### src/rtl/cdb_arbiter_pkg.sv
// Shared CDB definitions: default widths, ICC width and a round-robin index helper.
// ICC bit order on every flags bus is {c,v,z,n}, so c is bit 3 and n is bit 0.
package cdb_arbiter_pkg;

    localparam int DEF_TAG_W  = 5;
    localparam int DEF_DATA_W = 32;
    localparam int ICC_W      = 4;

    function automatic int next_idx(input int idx, input int n);
        return (idx + 1) % n;
    endfunction

endpackage

### src/rtl/rr_select.sv
// Combinational round-robin picker: the first set req bit at or after ptr wins.
// The grant is one-hot, or zero when no bit is set.
module rr_select #(
    parameter int N     = 4,
    parameter int PTR_W = 2
) (
    input  logic [N-1:0]     req,
    input  logic [PTR_W-1:0] ptr,
    output logic [N-1:0]     grant,
    output logic             any
);

    always_comb begin
        grant = '0;
        any   = 1'b0;
        for (int k = 0; k < N; k++) begin
            if (!any && req[(int'(ptr) + k) % N]) begin
                grant[(int'(ptr) + k) % N] = 1'b1;
                any                        = 1'b1;
            end
        end
    end

endmodule

### src/rtl/cdb_arbiter.sv
// Serialises reservation-station results onto the Common Data Bus through one-entry
// capture buffers and a round-robin picker, with a registered one-cycle broadcast.
module cdb_arbiter
    import cdb_arbiter_pkg::*;
#(
    parameter int NUM_SRC = 4,
    parameter int TAG_W   = DEF_TAG_W,
    parameter int DATA_W  = DEF_DATA_W
) (
    input  logic                      clk,
    input  logic                      rst_n,
    input  logic [NUM_SRC-1:0]        in_valid,
    input  logic [NUM_SRC*TAG_W-1:0]  in_tag,
    input  logic [NUM_SRC*DATA_W-1:0] in_val,
    input  logic [NUM_SRC*ICC_W-1:0]  in_icc,
    input  logic [NUM_SRC-1:0]        in_icc_we,
    output logic [NUM_SRC-1:0]        out_ready,
    output logic                      out_CDB_broadcast,
    output logic [TAG_W-1:0]          out_CDB_tag,
    output logic [DATA_W-1:0]         out_CDB_val,
    output logic [ICC_W-1:0]          out_ICC_flags,
    output logic                      out_ICC_we,
    output logic                      out_tag_err
);

    localparam int PTR_W = (NUM_SRC > 1) ? $clog2(NUM_SRC) : 1;
    localparam logic [TAG_W-1:0] INVALID_TAG = '1;

    // Handshake: source i transfers at a rising edge when in_valid[i] && out_ready[i];
    // out_ready depends only on buffer state and the current grant, never on in_valid.
    logic [NUM_SRC-1:0] r_full;
    logic [TAG_W-1:0]   r_tag    [NUM_SRC];
    logic [DATA_W-1:0]  r_val    [NUM_SRC];
    logic [ICC_W-1:0]   r_icc    [NUM_SRC];
    logic [NUM_SRC-1:0] r_icc_we;
    logic [PTR_W-1:0]   r_ptr;

    logic               r_bc;
    logic [TAG_W-1:0]   r_out_tag;
    logic [DATA_W-1:0]  r_out_val;
    logic [ICC_W-1:0]   r_out_icc;
    logic               r_out_we;
    logic               r_tag_err;

    logic [NUM_SRC-1:0] w_sel;
    logic               w_any;
    logic [NUM_SRC-1:0] w_take;
    logic [NUM_SRC-1:0] w_bad;
    logic [PTR_W-1:0]   w_win_idx;
    logic [TAG_W-1:0]   w_win_tag;
    logic [DATA_W-1:0]  w_win_val;
    logic [ICC_W-1:0]   w_win_icc;
    logic               w_win_we;

    rr_select #(.N(NUM_SRC), .PTR_W(PTR_W)) u_rr_select (
        .req   (r_full),
        .ptr   (r_ptr),
        .grant (w_sel),
        .any   (w_any)
    );

    assign out_ready = ~r_full | w_sel;
    assign w_take    = in_valid & out_ready;

    always_comb begin
        w_bad     = '0;
        w_win_idx = '0;
        w_win_tag = '0;
        w_win_val = '0;
        w_win_icc = '0;
        w_win_we  = 1'b0;
        for (int i = 0; i < NUM_SRC; i++) begin
            w_bad[i] = (in_tag[i*TAG_W +: TAG_W] == INVALID_TAG);
            if (w_sel[i]) begin
                w_win_idx = PTR_W'(i);
                w_win_tag = r_tag[i];
                w_win_val = r_val[i];
                w_win_icc = r_icc[i];
                w_win_we  = r_icc_we[i];
            end
        end
    end

    // A refill at the drain edge wins over the clear, so full stays set.
    always_ff @(posedge clk or negedge rst_n) begin
        if (!rst_n) begin
            r_full   <= '0;
            r_icc_we <= '0;
            for (int i = 0; i < NUM_SRC; i++) begin
                r_tag[i] <= '0;
                r_val[i] <= '0;
                r_icc[i] <= '0;
            end
        end else begin
            for (int i = 0; i < NUM_SRC; i++) begin
                if (w_take[i] && !w_bad[i]) begin
                    r_full[i]   <= 1'b1;
                    r_tag[i]    <= in_tag[i*TAG_W +: TAG_W];
                    r_val[i]    <= in_val[i*DATA_W +: DATA_W];
                    r_icc[i]    <= in_icc[i*ICC_W +: ICC_W];
                    r_icc_we[i] <= in_icc_we[i];
                end else if (w_sel[i]) begin
                    r_full[i] <= 1'b0;
                end
            end
        end
    end

    always_ff @(posedge clk or negedge rst_n) begin
        if (!rst_n) begin
            r_ptr     <= '0;
            r_bc      <= 1'b0;
            r_out_tag <= '0;
            r_out_val <= '0;
            r_out_icc <= '0;
            r_out_we  <= 1'b0;
            r_tag_err <= 1'b0;
        end else begin
            r_bc     <= w_any;
            r_out_we <= w_any & w_win_we;
            if (w_any) begin
                r_ptr     <= PTR_W'(next_idx(int'(w_win_idx), NUM_SRC));
                r_out_tag <= w_win_tag;
                r_out_val <= w_win_val;
                r_out_icc <= w_win_icc;
            end
            if (|(w_take & w_bad)) begin
                r_tag_err <= 1'b1;
            end
        end
    end

    assign out_CDB_broadcast = r_bc;
    assign out_CDB_tag       = r_out_tag;
    assign out_CDB_val       = r_out_val;
    assign out_ICC_flags     = r_out_icc;
    assign out_ICC_we        = r_out_we;
    assign out_tag_err       = r_tag_err;

endmodule

### config.mk
export PLATFORM = sky130hd
export DESIGN_NAME = cdb_arbiter
export DESIGN_NICKNAME = d
export VERILOG_FILES = /design/src/rtl/cdb_arbiter_pkg.sv /design/src/rtl/rr_select.sv /design/src/rtl/cdb_arbiter.sv
export SDC_FILE = /design/constraint.sdc
export NUM_CORES = 1
export LEC_CHECK = 0
export BUFFER_PORTS_ARGS = -buffer_cell sky130_fd_sc_hd__clkbuf_2
export CAP_MARGIN = 30
export CELL_PAD_IN_SITES_DETAIL_PLACEMENT = 2
export CELL_PAD_IN_SITES_GLOBAL_PLACEMENT = 2
export CORE_AREA = 8 8 222 139
export DETAILED_ROUTE_END_ITERATION = 16
export DIE_AREA = 0 0 230 147
export PLACE_DENSITY_LB_ADDON = 0.1
export SETUP_SLACK_MARGIN = 0.05
export SLEW_MARGIN = 20
export SYNTH_ARGS = -nofsm -noshare
export SYNTH_HDL_FRONTEND = slang
export SYNTH_SLANG_ARGS = --single-unit
### constraint.sdc
create_clock -name clk -period 3.75 [get_ports clk]
set_input_delay 0.1875 -clock clk [delete_from_list [all_inputs] [get_ports clk]]
set_output_delay 0.1875 -clock clk [all_outputs]
set_load 0.02 [all_outputs]
==> impl_metrics.toml <==
[run_status]
status = "finished clean"

[route]
wl_per_cell_um = 26.0
wl_met3_mm = 1.67
highest_layer = "met5"
wl_mm = 40.0
ant_nets = 0
wl_met2_mm = 19.1
drc = 0
drtIter0Drc = 409
firstDrtPassIters = 4
avgViaCountPerCell = 5.29
wl_met1_mm = 18.4
route.vias.total = 8132

[die]
fp.dieH_um = 147
num_io_pins = 222
die_area_sq_um = 33800
rows = 48
start_util = 0.350
die_width_um = 230
core_sq_um = 27900

[synthesis]
syn-cell-area_sq_um = 9750
seq_area_frac_synth = 0.559
synth-edff-count = 0
synth_nets = 944
synth_ff_type = "dfrtp_1"
yosysTopAreaCell = "dfrtp_1"
yosysTopAreaCellShare = 0.559
syn_avg_cell_area_sq_um = 12.8
ys_types = 51
ys_warn_count = 0
synth.top_cells.by_area = "dfrtp_1, mux2_1, mux2_4"
yosys_register_bits = 218
synth_cells = 764
synthArstFlopShare = 1.00

[clocking]
h-tree-depth = 1
cts_tree = "yes"
clock_path_buffers = 3
cts-root-buf = "clkbuf_16"
clock_latency_ns = 0.53
cts_setup_buffers = 0
cts-buffers-inserted = 23
clk_pin_slew_worst_paths_ns = 0.07
cts_sinks = 218

[worst_setup_path]
critPathTopFamily = "buffers and inverters"
cp.arrival_ns = 3.35
crit_buf_inv = 3
path_cells = "inv_1, ha_2, mux4_2, a21o_1, o32ai_1, and2_4, buf_12, nand2_1, clkbuf_2"
critPathMaxStageDelay_ns = 0.48
critPathMaxFanout = 24
cp.depth = 9
crit_path_start = "r_ptr[1]"
worst_r2r_path_depth = 9
crit_path_start_kind = "register"
reg2reg_from = "r_ptr[1]"
cp.required_ns = 3.56
critPathSlowestCell = "dfrtp_1"
endpoint_kind = "primary output"
critPathKind = "reg2out"

[placed_design]
place_congestion = 0.881
dp_cells = 1326
port_buffers = 221
dp_hpwl_mm = 23.9

[grt]
grt_pass1_wl_mm = 61.6
grt_pass1_vias = 9481
antenna_found_initial = 2
grt_max_degree = 95
track_usage = 0.234
grt-ovfl-total = 0

[sta]
skew_ns = 0.0142
fin_crit_sh = 0.945
setup_tns_ns = 0
max_freq_mhz = 282
layout_min_cycle_time_ns = 3.54
rsz0062_at_grt = "true"
slew_viol_final = 0
hold_viol = 0
maxSlewHeadroom = 0.491
setup_violations = 0
tightest_slew_ns = 0.764

[min_path]
hold_path.class = "in2reg"
min-delay-start = "in_valid[1]"
whs_path_depth = 3

[finish]
post-route-util = 0.499
final_nets = 1326
drive_above_1_share = 0.314
area_growth_pct = 42.6
finalNonFillerCells = 1538
fillers = 2748

[power_and_ir_drop]
ir_drop_v = 0.000811
p_leak_nw = 6.27
power.density_nw_per_um2 = 1170

[job]
maxCapViolCount = 0
-- registers in the layout (all words and copies together), names as in the netlist, 4 cells and up --
name,cells
out_CDB_tag,5
out_ICC_flags,4
r_val,128
r_tag,20
r_full,4
r_icc_we,4
out_CDB_val,32
r_icc,16
-- kinds of logic (layout without fill, tap and decap cells) --
kind of cell    Yosys count  count (layout)  share of synthesized area
compound gates          166             166                      0.114
fa+ha+maj                 6               6                    0.00770
buf+inv                  78             476                     0.0425
flops                   218             218                      0.559
mux                     162             162                      0.203
other cells               0               1                          0
simple gates            134             134                     0.0734
-- worst min-delay path, cell delays in order --
cell and delay [ns]:
clkbuf_2 0.13, a32oi_1 0.10, o2111ai_1 0.10
-- synth_stat cells (2+ instances only) --
| cell | number |
|---|---|
| mux4_2 | 2 |
| mux2_1 | 106 |
| ha_1 | 6 |
| nand3b_1 | 2 |
| buf_2 | 22 |
| a2bb2oi_1 | 9 |
| a21oi_1 | 43 |
| dfrtp_1 | 218 |
| nor3_1 | 4 |
| and3_1 | 4 |
| o32ai_2 | 2 |
| o22a_1 | 4 |
| nand2_1 | 17 |
| and2_1 | 2 |
| o21ai_1 | 4 |
| clkbuf_1 | 23 |
| nand3_1 | 87 |
| mux2_2 | 14 |
| a21o_1 | 6 |
| a31o_2 | 2 |
| o22ai_1 | 42 |
| inv_1 | 18 |
| nor2_1 | 3 |
| mux2i_1 | 3 |
| buf_4 | 5 |
| a31oi_1 | 41 |
| buf_6 | 10 |
| nor4b_1 | 4 |
| mux2_4 | 37 |
| o21ai_0 | 3 |
-- final timing paths --
| path | to | slack, ns |
|---|---|---|
| setup / recovery | out_ready[3] | 0.21 |
| hold / removal | out_tag_err | 0.04 |
| setup reg to reg | r_val[11] | 0.25 |
| hold reg to reg | r_val[58] | 0.49 |
| max in group asynchronous | r_val[110] | 2.56 |
| min in group asynchronous | r_val[19] | 0.27 |
-- repair_timing --
item                                   CTS  global route
hold buffers                           169             0
resized for setup                        3             4
endpoints found under the hold margin  259             0
cloned                                   0             1
setup endpoints to repair                1            33
pin swaps                                0             0
-- layout by cell type (no fill, tap or decap), types with 3 or more instances in the layout --
master | netlist | layout
a21oi_1 | 43 | 43
inv_1 | 18 | 18
clkbuf_16 | 0 | 24
ha_1 | 6 | 5
nor2_1 | 3 | 3
nor3_1 | 4 | 4
dfrtp_1 | 218 | 218
o22ai_1 | 42 | 42
nand2_2 | 1 | 4
nand2_1 | 17 | 14
clkbuf_8 | 0 | 3
and3_1 | 4 | 4
a2bb2oi_1 | 9 | 9
bufinv_16 | 0 | 6
o21ai_0 | 3 | 3
mux2_1 | 106 | 106
o21ai_1 | 4 | 4
a21o_1 | 6 | 5
mux2i_1 | 3 | 3
buf_12 | 0 | 9
nand3_1 | 87 | 87
buf_4 | 5 | 17
o22a_1 | 4 | 4
clkbuf_2 | 0 | 220
mux2_4 | 37 | 37
dlygate4sd3_1 | 0 | 169
mux2_2 | 14 | 14
a31oi_1 | 41 | 41
clkbuf_1 | 23 | 3
-- area by class of cell --
cell class | instances | area [sq um] | share of cell area
antenna | 1 | 2.50 | 0.000180
sequential | 218 | 5460 | 0.392
clock buffer | 29 | 628 | 0.0452
clock inverter | 12 | 223 | 0.0160
inverter | 18 | 67.6 | 0.00486
multi-input combinational | 468 | 3920 | 0.282
tap | 375 | 469 | 0.0337
timing repair buffer | 417 | 3140 | 0.226
-- stage by stage --
stage / power [mW] / hold slack [ns] / cell area [sq um] / setup WS, ns
3_3_place_gp: 12.8 / 0.267 / 11300 / 0.282
5_1_grt: 17.1 / 0.0472 / 13900 / 0.0230
3_5_place_dp: 13.1 / 0.270 / 11300 / 0.235
6_report: 16.2 / 0.0357 / 13900 / 0.208
4_1_cts: 16.0 / 0.0231 / 13900 / 0.0505
2_1_floorplan: 9.93 / -0.108 / 9750 / 0.289
-- where the power goes --
part	switching (mW)	total, mW	internal, mW
clock network	1.04	2.64	1.60
registers	0.842	4.52	3.67
logic	5.48	9.05	3.57
-- metal layers --
metal | vias to the layer above | track usage
li1 | 3595 | -
met1 | 4263 | 0.318
met2 | 215 | 0.386
met3 | 57 | 0.0374
met4 | 2 | 0.0578
met5 | - | 0
Power figures use the tool's default switching activity.
